`src/rtl/booth_pkg.sv`:
```
// rtl/booth_pkg.sv - shared types and Booth-pair decode for the sequential Booth multiplier
package booth_pkg;

    typedef enum logic {
        IDLE = 1'b0,
        CALC = 1'b1
    } state_t;

    typedef enum logic [1:0] {
        OP_NONE = 2'd0,
        OP_ADD  = 2'd1,
        OP_SUB  = 2'd2
    } booth_op_t;

    // {Q[0], q-1} = 10 starts a run of ones (subtract), 01 ends one (add)
    function automatic booth_op_t decode_pair(input logic q_lsb, input logic q_prev);
        case ({q_lsb, q_prev})
            2'b10:   return OP_SUB;
            2'b01:   return OP_ADD;
            default: return OP_NONE;
        endcase
    endfunction

endpackage

```
`src/rtl/booth_step.sv`:
```
// rtl/booth_step.sv - one combinational radix-2 Booth iteration: add/sub then arithmetic shift
module booth_step
    import booth_pkg::*;
#(
    parameter int WIDTH = 8
) (
    input  logic [WIDTH:0] acc,
    input  logic [WIDTH:0] q,
    input  logic           q_prev,
    input  logic [WIDTH:0] mcand,
    output logic [WIDTH:0] acc_next,
    output logic [WIDTH:0] q_next,
    output logic           q_prev_next
);

    logic [WIDTH:0] sum;

    always_comb begin
        sum = acc;
        case (decode_pair(q[0], q_prev))
            OP_ADD:  sum = acc + mcand;
            OP_SUB:  sum = acc - mcand;
            default: sum = acc;
        endcase
        {acc_next, q_next, q_prev_next} = {sum[WIDTH], sum, q};
    end

endmodule

```
`src/rtl/booth_mult_seq.sv`:
```
// rtl/booth_mult_seq.sv - sequential radix-2 Booth multiplier, signed/unsigned, start/ready handshake
module booth_mult_seq
    import booth_pkg::*;
#(
    parameter int WIDTH = 8
) (
    input  logic                 clk,
    input  logic                 rst,
    input  logic                 start_i,
    input  logic                 signed_i,
    input  logic [WIDTH-1:0]     multiplier_i,
    input  logic [WIDTH-1:0]     multiplicand_i,
    input  logic                 abort_i,
    output logic                 ready_o,
    output logic                 busy_o,
    output logic                 done_o,
    output logic [2*WIDTH-1:0]   result_o
);

    localparam int CW = $clog2(WIDTH + 1);

    state_t         state, state_next;
    logic [WIDTH:0] acc, q, mcand;
    logic [WIDTH:0] acc_step, q_step;
    logic           q_prev, q_prev_step;
    logic [CW-1:0]  count;
    logic           accept, last;

    booth_step #(.WIDTH(WIDTH)) u_step (
        .acc         (acc),
        .q           (q),
        .q_prev      (q_prev),
        .mcand       (mcand),
        .acc_next    (acc_step),
        .q_next      (q_step),
        .q_prev_next (q_prev_step)
    );

    always_ff @(posedge clk or negedge rst) begin
        if (!rst) state <= IDLE;
        else      state <= state_next;
    end

    // abort takes priority over the final iteration
    always_comb begin
        state_next = state;
        accept     = 1'b0;
        last       = 1'b0;
        case (state)
            IDLE: begin
                if (start_i) begin
                    accept     = 1'b1;
                    state_next = CALC;
                end
            end
            CALC: begin
                if (abort_i) begin
                    state_next = IDLE;
                end else if (count == CW'(WIDTH)) begin
                    last       = 1'b1;
                    state_next = IDLE;
                end
            end
            default: state_next = IDLE;
        endcase
    end

    always_ff @(posedge clk or negedge rst) begin
        if (!rst) begin
            acc      <= '0;
            q        <= '0;
            mcand    <= '0;
            q_prev   <= 1'b0;
            count    <= '0;
            done_o   <= 1'b0;
            result_o <= '0;
        end else begin
            done_o <= last;
            if (accept) begin
                acc    <= '0;
                q_prev <= 1'b0;
                count  <= '0;
                q      <= {signed_i & multiplier_i[WIDTH-1], multiplier_i};
                mcand  <= {signed_i & multiplicand_i[WIDTH-1], multiplicand_i};
            end else if (state == CALC && !abort_i) begin
                acc    <= acc_step;
                q      <= q_step;
                q_prev <= q_prev_step;
                count  <= count + CW'(1);
            end
            if (last) result_o <= {acc_step[WIDTH-2:0], q_step};
        end
    end

    assign ready_o = (state == IDLE);
    assign busy_o  = ~ready_o;

endmodule
```
`config.mk`:
```
export PLATFORM = sky130hd
export DESIGN_NAME = booth_mult_seq
export DESIGN_NICKNAME = d
export VERILOG_FILES = /design/src/rtl/booth_pkg.sv /design/src/rtl/booth_step.sv /design/src/rtl/booth_mult_seq.sv
export SDC_FILE = /design/constraint.sdc
export NUM_CORES = 1
export LEC_CHECK = 0
export ABC_AREA = 1
export BUFFER_PORTS_ARGS = -buffer_cell sky130_fd_sc_hd__clkbuf_2
export CORE_MARGIN = 2
export CORE_UTILIZATION = 61
export DETAILED_ROUTE_END_ITERATION = 8
export GPL_TIMING_DRIVEN = 0
export PLACE_DENSITY = 0.95
export SYNTH_ARGS = -nofsm -noshare
export SYNTH_HDL_FRONTEND = slang
export SYNTH_SLANG_ARGS = --single-unit
```
`constraint.sdc`:
```
create_clock -name clk -period 4.35 [get_ports clk]
set_input_delay 0.2175 -clock clk [delete_from_list [all_inputs] [get_ports clk]]
set_output_delay 0.2175 -clock clk [all_outputs]
set_load 0.005 [all_outputs]
```
# --- Yosys cells after proc, flatten, opt, wreduce, memory -nomap -nowiden ---
# Cells that the tools add are included.
word_totals:
  ff_bits: 50
  input_bits: 21
  output_inout_bits: 19
  wordCells: 40
op_classes:
  addsub: 3
  n_eq_ne: 5
  mux: 18
  bitwise: 3
  reduce_logical: 3
op_table:
  columns: ["operator", "n"]
  rows:
  - ["$mux 9", 4]
  - ["$pmux 9 s2", 1]
  - ["$add 9x9->9", 1]
  - ["$mux 1", 9]
  - ["$sub 9x9->9", 1]
  - ["$mux 4", 2]
  - ["$add 4x1->4 const B", 1]
  - ["$eq 2x1->1 const B", 2]
  - ["$eq 2x2->1 const B", 2]
  - ["$eq 4x4->1 const B", 1]
  - ["$pmux 2 s2", 1]
  - ["$and 1x1->1", 2]
  - ["$pmux 1 s2", 1]
  - ["$reduce_bool 2->1", 1]
  - ["$logic_and 1x1->1", 1]
  - ["$logic_not 1->1", 1]
  - ["$not 1->1", 1]

# --- Longest topological paths before layout ---
# Gate-level depths: netlist of run 1.
depth:
  depth_word: 6
  ltp_mapped: 18
  ltp_nobuf: 18

# --- Cells and area by module ---
# A second synthesis of run 1 with hierarchy kept.
unflattened:
  cells_unflattened: 363
  area_unflattened_um2: 2766.4
by_module_without_submodules:
  columns: ["mod", "instances", "cells_each", "area_per_inst_um2", "seq_area_each_um2"]
  rows:
  - ["booth_mult_seq", 1, 225, 2000.7, 1251.2]
  - ["booth_step", 1, 138, 765.7, 0.0]

# --- Worst setup path after synthesis of run 1 ---
# Ideal clock, no wire load.
synth_timing:
  path_kind: "register to register"
  startpoint: "reg mcand[0]"
  endpoint: "reg acc[6]"
  setup_ns: 0.117
  arrival_time_ns: 1.946
  required_time_ns: 4.233
  slack_ns: 2.286
  stages_incl_launch_ff: 17
  n_path_buf: 0
  period_less_slack_ns: 2.064
  path_cell_list: "dfrtp_1 > inv_1 > ha_1 > nand2_1 > nor2_1 > a21oi_1 > xor2_1 > inv_1 > ha_1 > nand2_1 > inv_1 > a21oi_1 > nand2_1 > nand2_1 > nand3_1 > nand3_1 > nand2_1"
synth_between:
  elab_chain_cells: 4
  word_cells_on_any_way: 5
  cone_classes: "add/sub (2); mux (3)"
synth_rtl:
  columns: ["element", "line", "rtl"]
  rows:
  - ["start, declared", "booth_mult_seq.sv:23", "logic [WIDTH:0] acc, q, mcand;"]
  - ["start signal, assigned", "booth_mult_seq.sv:84", "mcand <= {signed_i & multiplicand_i[WIDTH-1], multiplicand_i};"]
  - ["$sub 9x9->9 or $add 9x9->9 (tied branches)", "booth_step.sv:22, booth_step.sv:21", null]
  - ["$pmux 9 s2 (*)", "booth_step.sv:20", "case (decode_pair(q[0], q_prev))"]
  - ["$mux 9 (*)", "booth_mult_seq.sv:85", "end else if (state == CALC && !abort_i) begin"]
  - ["$mux 9 (*)", "booth_mult_seq.sv:79", "if (accept) begin"]
  - ["end signal, assigned", "booth_mult_seq.sv:86", "acc <= acc_step;"]
  - ["end, declared", "booth_mult_seq.sv:23", null]
# Every way passes the cells marked *; elsewhere a longest branch is shown, timed or not. The select of a mux whose other input is x is not followed.
# A chain may end at the register's enable or synchronous reset.

# --- Worst setup path after layout of run 1 ---
layout_timing:
  startpoint: "reg q_prev"
  endpoint: "reg result_o[15]"
layout_between:
  elab_chain_cells: 4
  word_cells_on_any_way: 6
  cone_classes: "eq/ne (4); mux (2)"
layout_rtl:
  columns: ["element", "line", "rtl"]
  rows:
  - ["start, declared", "booth_mult_seq.sv:25", "logic q_prev, q_prev_step;"]
  - ["start signal, assigned", "booth_mult_seq.sv:88", "q_prev <= q_prev_step;"]
  - ["$eq 2x1->1 or $eq 2x2->1 (tied branches)", "booth_pkg.sv:17", "case ({q_lsb, q_prev})"]
  - ["$pmux 2 s2 (*)", "booth_pkg.sv:17", null]
  - ["$eq 2x2->1 or $eq 2x1->1 (tied branches)", "booth_step.sv:20", null]
  - ["$pmux 9 s2 (*)", "booth_step.sv:20", null]
  - ["end signal, assigned", "booth_mult_seq.sv:91", "if (last) result_o <= {acc_step[WIDTH-2:0], q_step};"]
  - ["end, declared", "booth_mult_seq.sv:17", "output logic [2*WIDTH-1:0] result_o"]
# Every way passes the cells marked *; elsewhere a longest branch is shown, timed or not.

==> reports/summary.log, run 1 <==
qor: clock_tree.cts_buffers 5
qor: clock_tree.cts_clk_pin_slew_worst_paths 0.09 ns
qor: routing.routed_wire_length_per_instance 13.3 um
qor: synth.synth.top_cells.by_count nand2_1 (110), inv_1 (60), dfrtp_1 (49), o21ai_0 (37), nand3_1 (19)
qor: routing.drtPass1Iterations 4
qor: floorplan.placementRows 24
qor: synth.synth.ff_latch_count 49
qor: pwr.total_power 2.00 mW
qor: routing.routed-via-count 2,439
qor: cells_and_area.final_core_util 71.5%
qor: cells_and_area.instances_no_fill 453
qor: placement.port_buffers 39
qor: routing.antenna_nets_post_route 0
qor: global_routing.grt_overflow_total 0
qor: timing.timing.fmax 0.403 GHz
qor: clock_tree.cts_tree built
qor: setup_path.setup_slack_on_the_worst_flop_to_flop_path 1.87 ns
qor: cells_and_area.drive_gt1_share 18.5%
qor: timing.hold_violations 0
qor: floorplan.floorplan.initialDensity 63.3%
qor: setup_path.critPathKind flip-flop to flip-flop
qor: global_routing.first_global_vias 2,380
qor: timing.final_report_max_slew_violation_count 0
qor: placement.replace_congestion 0.878
qor: setup_path.timing.critical_path.to_type flip-flop
qor: clock_tree.tritoncts_num_sinks 49
qor: pwr.worst_ir_drop_vdd 0.338 mV
qor: placement.placed_area 3020 um2
qor: timing.fin_tns_setup 0 ns
qor: setup_path.regToRegEndpoint result_o[15]
qor: synth.yosys-top-cells-area dfrtp_1 (45%), nand2_1 (15%), inv_1 (8.2%), o21ai_0 (6.7%), ha_1 (5.4%)
qor: clock_tree.cts.htree.levels 2
qor: global_routing.groute.usage.overall 26.3%
qor: cells_and_area.fill_cells 341
qor: min_path.hold_path_depth 3
qor: routing.post-route-drc-count 0
qor: placement.detailedPlacementHpwl 4.36 mm
qor: timing.setup_slack 1.87 ns
qor: status.run_status completed
qor: setup_path.crit-reg2reg-launch q_prev
qor: cells_and_area.design_area 3110 um2
qor: timing.worst_margin_slew 1.16 ns
qor: pwr.power_density 641 nW/um2
qor: floorplan.design.die.area 5070 um2
qor: synth.syn_avg_cell_area 7.78 um2
qor: clock_tree.clock_latency_on_the_worst_skew_pair 0.31 ns
qor: global_routing.number_of_antenna_violations_at_the_first_check_in_global_routing 0
qor: synth.netlist_instances 354
qor: synth.post_synthesis_instance_area 2760 um2
qor: synth.yosysWarningCount 0
qor: run.drv.max_cap_violation_count 0
qor: min_path.worst_hold_startpoint multiplicand_i[1]
qor: clock_tree.clockBufferDepth 2
qor: clock_tree.clock_tree.root_cell clkbuf_8
qor: setup_path.worst-path-max-fanout 9
qor: timing.layout_min_cycle_time 2.48 ns
qor: synth.synth_enable_flop_cells 0
qor: floorplan.core_area 4350 um2
qor: placement.place.detailed.instances 445
qor: synth.netlist.top_cell.by_area dfrtp_1
qor: placement.setup_slack_at_placement 1.96 ns
qor: timing.final.period_utilization 57.1%
qor: global_routing.pin_count_of_the_biggest_net_entering_global_routing 50
qor: setup_path.cells_on_worst_reg2reg_path 15
qor: routing.totalWireLength 6.05 mm
qor: floorplan.dieHeight 71.2 um
qor: synth.synth_ff_type dfrtp_1
qor: pwr.leakagePower 1.76 nW
qor: timing.hold_slack 0.109 ns
qor: timing.max_slew_margin 22.9%
qor: cells_and_area.nNetsFinal 434
qor: timing.report.final.setup_viol 0
qor: synth.yosysTopAreaCellShare 44.5%
qor: setup_path.worstPathRequired 4.55 ns
qor: setup_path.worstSetupStartpointType flip-flop
qor: synth.post-synth-top-count-cell nand2_1
qor: synth.synth_cell_type_count 26
qor: clock_tree.cts-resized-gates 0
qor: synth.syn_nets 388
qor: min_path.min-delay-path-class input pin to flip-flop
qor: clock_tree.post-cts-setup-buffers 0
qor: timing.fin_clk_skew 0.0123 ns
qor: routing.route.detailed.vias_per_inst 5.38
qor: clock_tree.cts_hold_buf 0
qor: floorplan.ios 40
qor: synth.async_set_or_reset_register_ratio_after_synthesis 100%
qor: min_path.holdPathEnd mcand[1]
qor: cells_and_area.area_delta_synth_final 13.0%
qor: synth.synth.yosys.seq_area_share 44.5%
qor: floorplan.die_x 71.2 um
qor: timing.rsz0062_at_grt no
qor: global_routing.first_pass_grt_wire_length 10.6 mm
qor: routing.dr.first_iter.drc_count 182
qor: setup_path.critical_path_arrival 2.68 ns
qor: cells_and_area.antenna_cells 0
-- layout by cell type, fill, tap and decap left out, types with 2 or more instances in the layout --
cell / netlist / final
o21ai_0: 37 / 37
buf_6: 2 / 2
buf_2: 5 / 5
inv_1: 60 / 60
xor2_1: 7 / 7
dfrtp_1: 49 / 49
ha_1: 12 / 12
o22ai_1: 5 / 5
a21oi_1: 5 / 5
o21ai_2: 8 / 8
nand3_1: 19 / 19
nand4_1: 4 / 4
inv_4: 2 / 2
inv_2: 3 / 3
buf_4: 2 / 2
nand2_1: 110 / 110
clkbuf_2: 0 / 39
o21ai_1: 2 / 2
nor2_1: 12 / 12
o221ai_1: 3 / 3
clkbuf_8: 0 / 6
-- layer usage --
| layer | wire length [um] | GRT usage [%] | vias to the layer above | part of all wire, % |
|---|---|---|---|---|
| met1 | 2650 | 34.7 | 1148 | 44 |
| met5 | 0 | 0 | - | 0 |
| met4 | 160 | 10.3 | 0 | 2.6 |
| li1 | - | - | 1204 | - |
| met3 | 293 | 4.42 | 19 | 4.8 |
| met2 | 2940 | 43.4 | 68 | 49 |
-- cell families after synthesis --
family          synth area share, %
compound gates                 12.9
xor+xnor                       2.23
fa+ha+maj                      6.18
buf+inv                        11.3
flops                          44.5
simple gates                   22.9
-- how the worst max path moves through the flow --
stage | from | to | slack, ns | cells after the start
2_1_floorplan | mcand[0] | acc[6] | 2.29 | 16
3_3_place_gp | mcand[0] | result_o[15] | 2.06 | 16
3_5_place_dp | mcand[0] | result_o[15] | 1.96 | 15
4_1_cts | mcand[0] | result_o[15] | 1.93 | 15
5_1_grt | mcand[0] | result_o[15] | 1.61 | 16
6_report | q_prev | result_o[15] | 1.87 | 15
-- power breakdown --
| group | internal, mW | switching (mW) | total, mW |
|---|---|---|---|
| clock | 0.131 | 0.158 | 0.289 |
| combinational | 0.377 | 0.668 | 1.05 |
| sequential | 0.585 | 0.0773 | 0.662 |
-- registers in the layout (all words and copies together) (netlist names) --
register  cells
result_o     16
q             9
acc           8
q_prev        1
busy_o        1
done_o        1
mcand         9
count         4
-- area by class of cell --
type                       instances  area (um2)  share of cell area [%]
sequential                        49        1230                    39.4
tap                               52        65.1                    2.09
timing repair buffer              39         195                    6.27
inverter                          65         249                    8.00
clock buffer                       6        82.6                    2.65
buffer                             9        62.6                    2.01
multi-input combinational        231        1220                    39.1
clock inverter                     2        16.3                   0.522
-- worst max-delay path, cell delays in order (launching register included) --
cell and delay (ns):
dfrtp_1 0.36, inv_1 0.07, ha_1 0.25, inv_1 0.20
o21ai_0 0.15, xor2_1 0.18, inv_1 0.07, ha_1 0.33
nand2_1 0.09, nand2_1 0.07, a21oi_1 0.17, nand2_1 0.07
nand2_1 0.05, nand3_1 0.09, nand3_1 0.13, nand2_1 0.06
No activity file was read; power rests on OpenSTA's default activity.
==> run 2: changes to the inputs <==
- CORE_UTILIZATION: 61 -> 57
- PLACE_DENSITY: 0.95 -> 0.91
- clock period: 4.35 -> 2.4 ns (I/O delays scaled with it)
==> reports/summary.log, run 2 (same netlist as run 1, synthesis figures left out) <==
qor: status.run_status completed
qor: clock_tree.cts_hold_buf 0
qor: setup_path.critical_path_arrival 2.47 ns
qor: cells_and_area.layout_commonest_cell nand2_1
qor: timing.setup_slack 0.128 ns
qor: timing.worst_margin_slew 1.19 ns
qor: floorplan.core_area 4690 um2
qor: global_routing.groute.usage.overall 25.0%
qor: timing.max_slew_margin 20.6%
qor: cells_and_area.drive_gt1_share 22.1%
qor: timing.hold_violations 0
qor: timing.fin_clk_skew 0.00901 ns
qor: min_path.hold_path_depth 3
qor: setup_path.regToRegEndpoint result_o[15]
qor: cells_and_area.final_core_util 68.3%
qor: setup_path.timing.critical_path.to_type flip-flop
qor: routing.totalWireLength 6.19 mm
qor: routing.route.detailed.vias_per_inst 5.48
qor: clock_tree.clockBufferDepth 2
qor: clock_tree.tritoncts_num_sinks 49
qor: timing.fin_tns_setup 0 ns
qor: floorplan.design.die.area 5410 um2
qor: global_routing.grt_overflow_total 0
qor: pwr.leakagePower 1.78 nW
qor: min_path.worst_hold_startpoint multiplicand_i[5]
qor: routing.antenna_nets_post_route 0
qor: placement.port_buffers 39
qor: setup_path.path_cells inv_2 -> ha_2 -> inv_1 -> o21ai_1 -> inv_1 -> ha_1 -> nand3_1 -> nand3_1 -> nand2_1 -> nand2_1 -> nand2_1 -> nand3_1 -> nand3_1 -> nand2_1
qor: setup_path.critPathMaxStageDelay 0.38 ns
qor: setup_path.cells_on_worst_reg2reg_path 14
qor: setup_path.critPathKind flip-flop to flip-flop
qor: setup_path.crit-reg2reg-launch mcand[1]
qor: timing.timing.fmax 0.440 GHz
qor: global_routing.first_pass_grt_wire_length 10.3 mm
qor: setup_path.worstSetupStartpointType flip-flop
qor: cells_and_area.commonest_cells_after_routing_fill_and_taps_aside nand2_1 (108), inv_1 (56), dfrtp_1 (49), clkbuf_2 (39), o21ai_0 (35)
qor: global_routing.number_of_antenna_violations_at_the_first_check_in_global_routing 0
qor: setup_path.cpMaxStageDelayCell dfrtp_1
qor: cells_and_area.reg_top3 result_o x16, mcand x9, q x9
qor: run.drv.max_cap_violation_count 0
qor: global_routing.grt_util_met1 30.5%
qor: cells_and_area.area_delta_synth_final 16.4%
qor: timing.final_report_max_slew_violation_count 0
qor: floorplan.placementRows 25
qor: min_path.holdPathEnd mcand[5]
qor: global_routing.global_route.usage.met2 42.2%
qor: global_routing.grt-busiest-layer met2
qor: cells_and_area.largest_register result_o
qor: min_path.min-delay-path-class input pin to flip-flop
qor: routing.routed-via-count 2,498
qor: global_routing.met3_usage 7.96%
qor: setup_path.worst-path-max-fanout 3
qor: setup_path.worstPathRequired 2.60 ns
qor: floorplan.die_x 73.5 um
qor: floorplan.ios 40
qor: cells_and_area.largest_reg_flops 16
qor: clock_tree.cts_tree built
qor: clock_tree.cts.htree.levels 2
qor: placement.detailedPlacementHpwl 4.42 mm
qor: routing.routed_wire_length_per_instance 13.6 um
qor: clock_tree.cts_buffers 5
qor: timing.report.final.setup_viol 0
qor: clock_tree.clock_tree.root_cell clkbuf_8
qor: routing.post-route-drc-count 0
qor: clock_tree.cts_clk_pin_slew_worst_paths 0.09 ns
qor: global_routing.first_global_vias 2,351
qor: timing.layout_min_cycle_time 2.27 ns
qor: placement.setup_slack_at_placement 0.0570 ns
qor: global_routing.pin_count_of_the_biggest_net_entering_global_routing 50
qor: routing.dr.first_iter.drc_count 269
qor: routing.drtPass1Iterations 5
qor: timing.final.period_utilization 94.7%
qor: floorplan.dieHeight 73.5 um
qor: pwr.power_density 1210 nW/um2
qor: cells_and_area.fill_cells 361
qor: setup_path.setup_slack_on_the_worst_flop_to_flop_path 0.13 ns
qor: cells_and_area.antenna_cells 0
qor: clock_tree.clock_latency_on_the_worst_skew_pair 0.31 ns
qor: floorplan.floorplan.initialDensity 58.7%
qor: pwr.worst_ir_drop_vdd 0.567 mV
qor: placement.replace_congestion 0.917
qor: cells_and_area.nNetsFinal 435
-- run 2: cell count changes in the layout (fill, tap and decap cells not counted), moves of 2 or more --
cell / previous run / this run
ha_1: 12 / 7
ha_4: 0 / 4
inv_1: 60 / 56
inv_2: 3 / 7
nand2_1: 110 / 108
nand2_2: 1 / 3
o21ai_0: 37 / 35
-- run 2: worst max-delay path by stage --
stage                   end  slack, ns  startpoint
3_3_place_gp   result_o[15]       0.11    mcand[0]
6_report       result_o[15]       0.13    mcand[1]
5_1_grt        result_o[15]      -0.05    mcand[1]
2_1_floorplan        acc[6]       0.34    mcand[0]
3_5_place_dp   result_o[15]       0.06    mcand[0]
4_1_cts        result_o[15]       0.04    mcand[0]
-- run 2: what timing repair did --
action	4_1_cts	5_1_grt
resized for setup	0	18
endpoints found under the setup margin	0	11
setup buffers	0	1
-- run 2: stage by stage --
| step | instances | instance area [um2] | power [mW] | hold WS (ns) |
|---|---|---|---|---|
| after global placement | 447 | 3020 | 2.95 | 0.326 |
| after floorplan | 354 | 2760 | 2.58 | -0.176 |
| after detailed placement | 447 | 3020 | 3.05 | 0.336 |
| after global routing | 456 | 3210 | 4.22 | 0.0350 |
| final | 456 | 3210 | 3.86 | 0.0182 |
| after CTS | 455 | 3130 | 3.65 | 0.0183 |
-- run 2: power breakdown --
group / internal (mW) / total (mW) / switching [mW] / leakage [nW]
logic: 0.781 / 2.05 / 1.27 / 1.10
clock network: 0.313 / 0.599 / 0.286 / 0.0585
registers: 1.06 / 1.21 / 0.151 / 0.620
total: 2.15 / 3.86 / 1.71 / 1.78
-- run 2: area by class of cell --
cell class,count,area [um2],share of cell area [%]
multi-input cells,231,1290,40.1
flip-flops and latches,49,1230,38.2
inverters,65,249,7.76
repair buffers,40,203,6.32
clock buffers,5,68.8,2.15
well taps,54,67.6,2.11
plain buffers,9,62.6,1.95
clock inverters,3,43.8,1.37
-- run 2: metal layers --
| layer | vias up | part of all wire, % |
|---|---|---|
| met5 | - | 0 |
| met4 | 0 | 3.0 |
| met3 | 24 | 5.9 |
| met2 | 104 | 48 |
| met1 | 1166 | 43 |
| li1 | 1204 | - |
-- run 2: critical path: cells and delay by family, from the launching register on --
family | cells | cell delay [ns]
DFF | 1 | 0.38
AOI/OAI and AO/OA | 1 | 0.27
and+or+nand+nor | 8 | 0.72
buffers and inverters | 3 | 0.18
adders and majority gates | 2 | 0.61
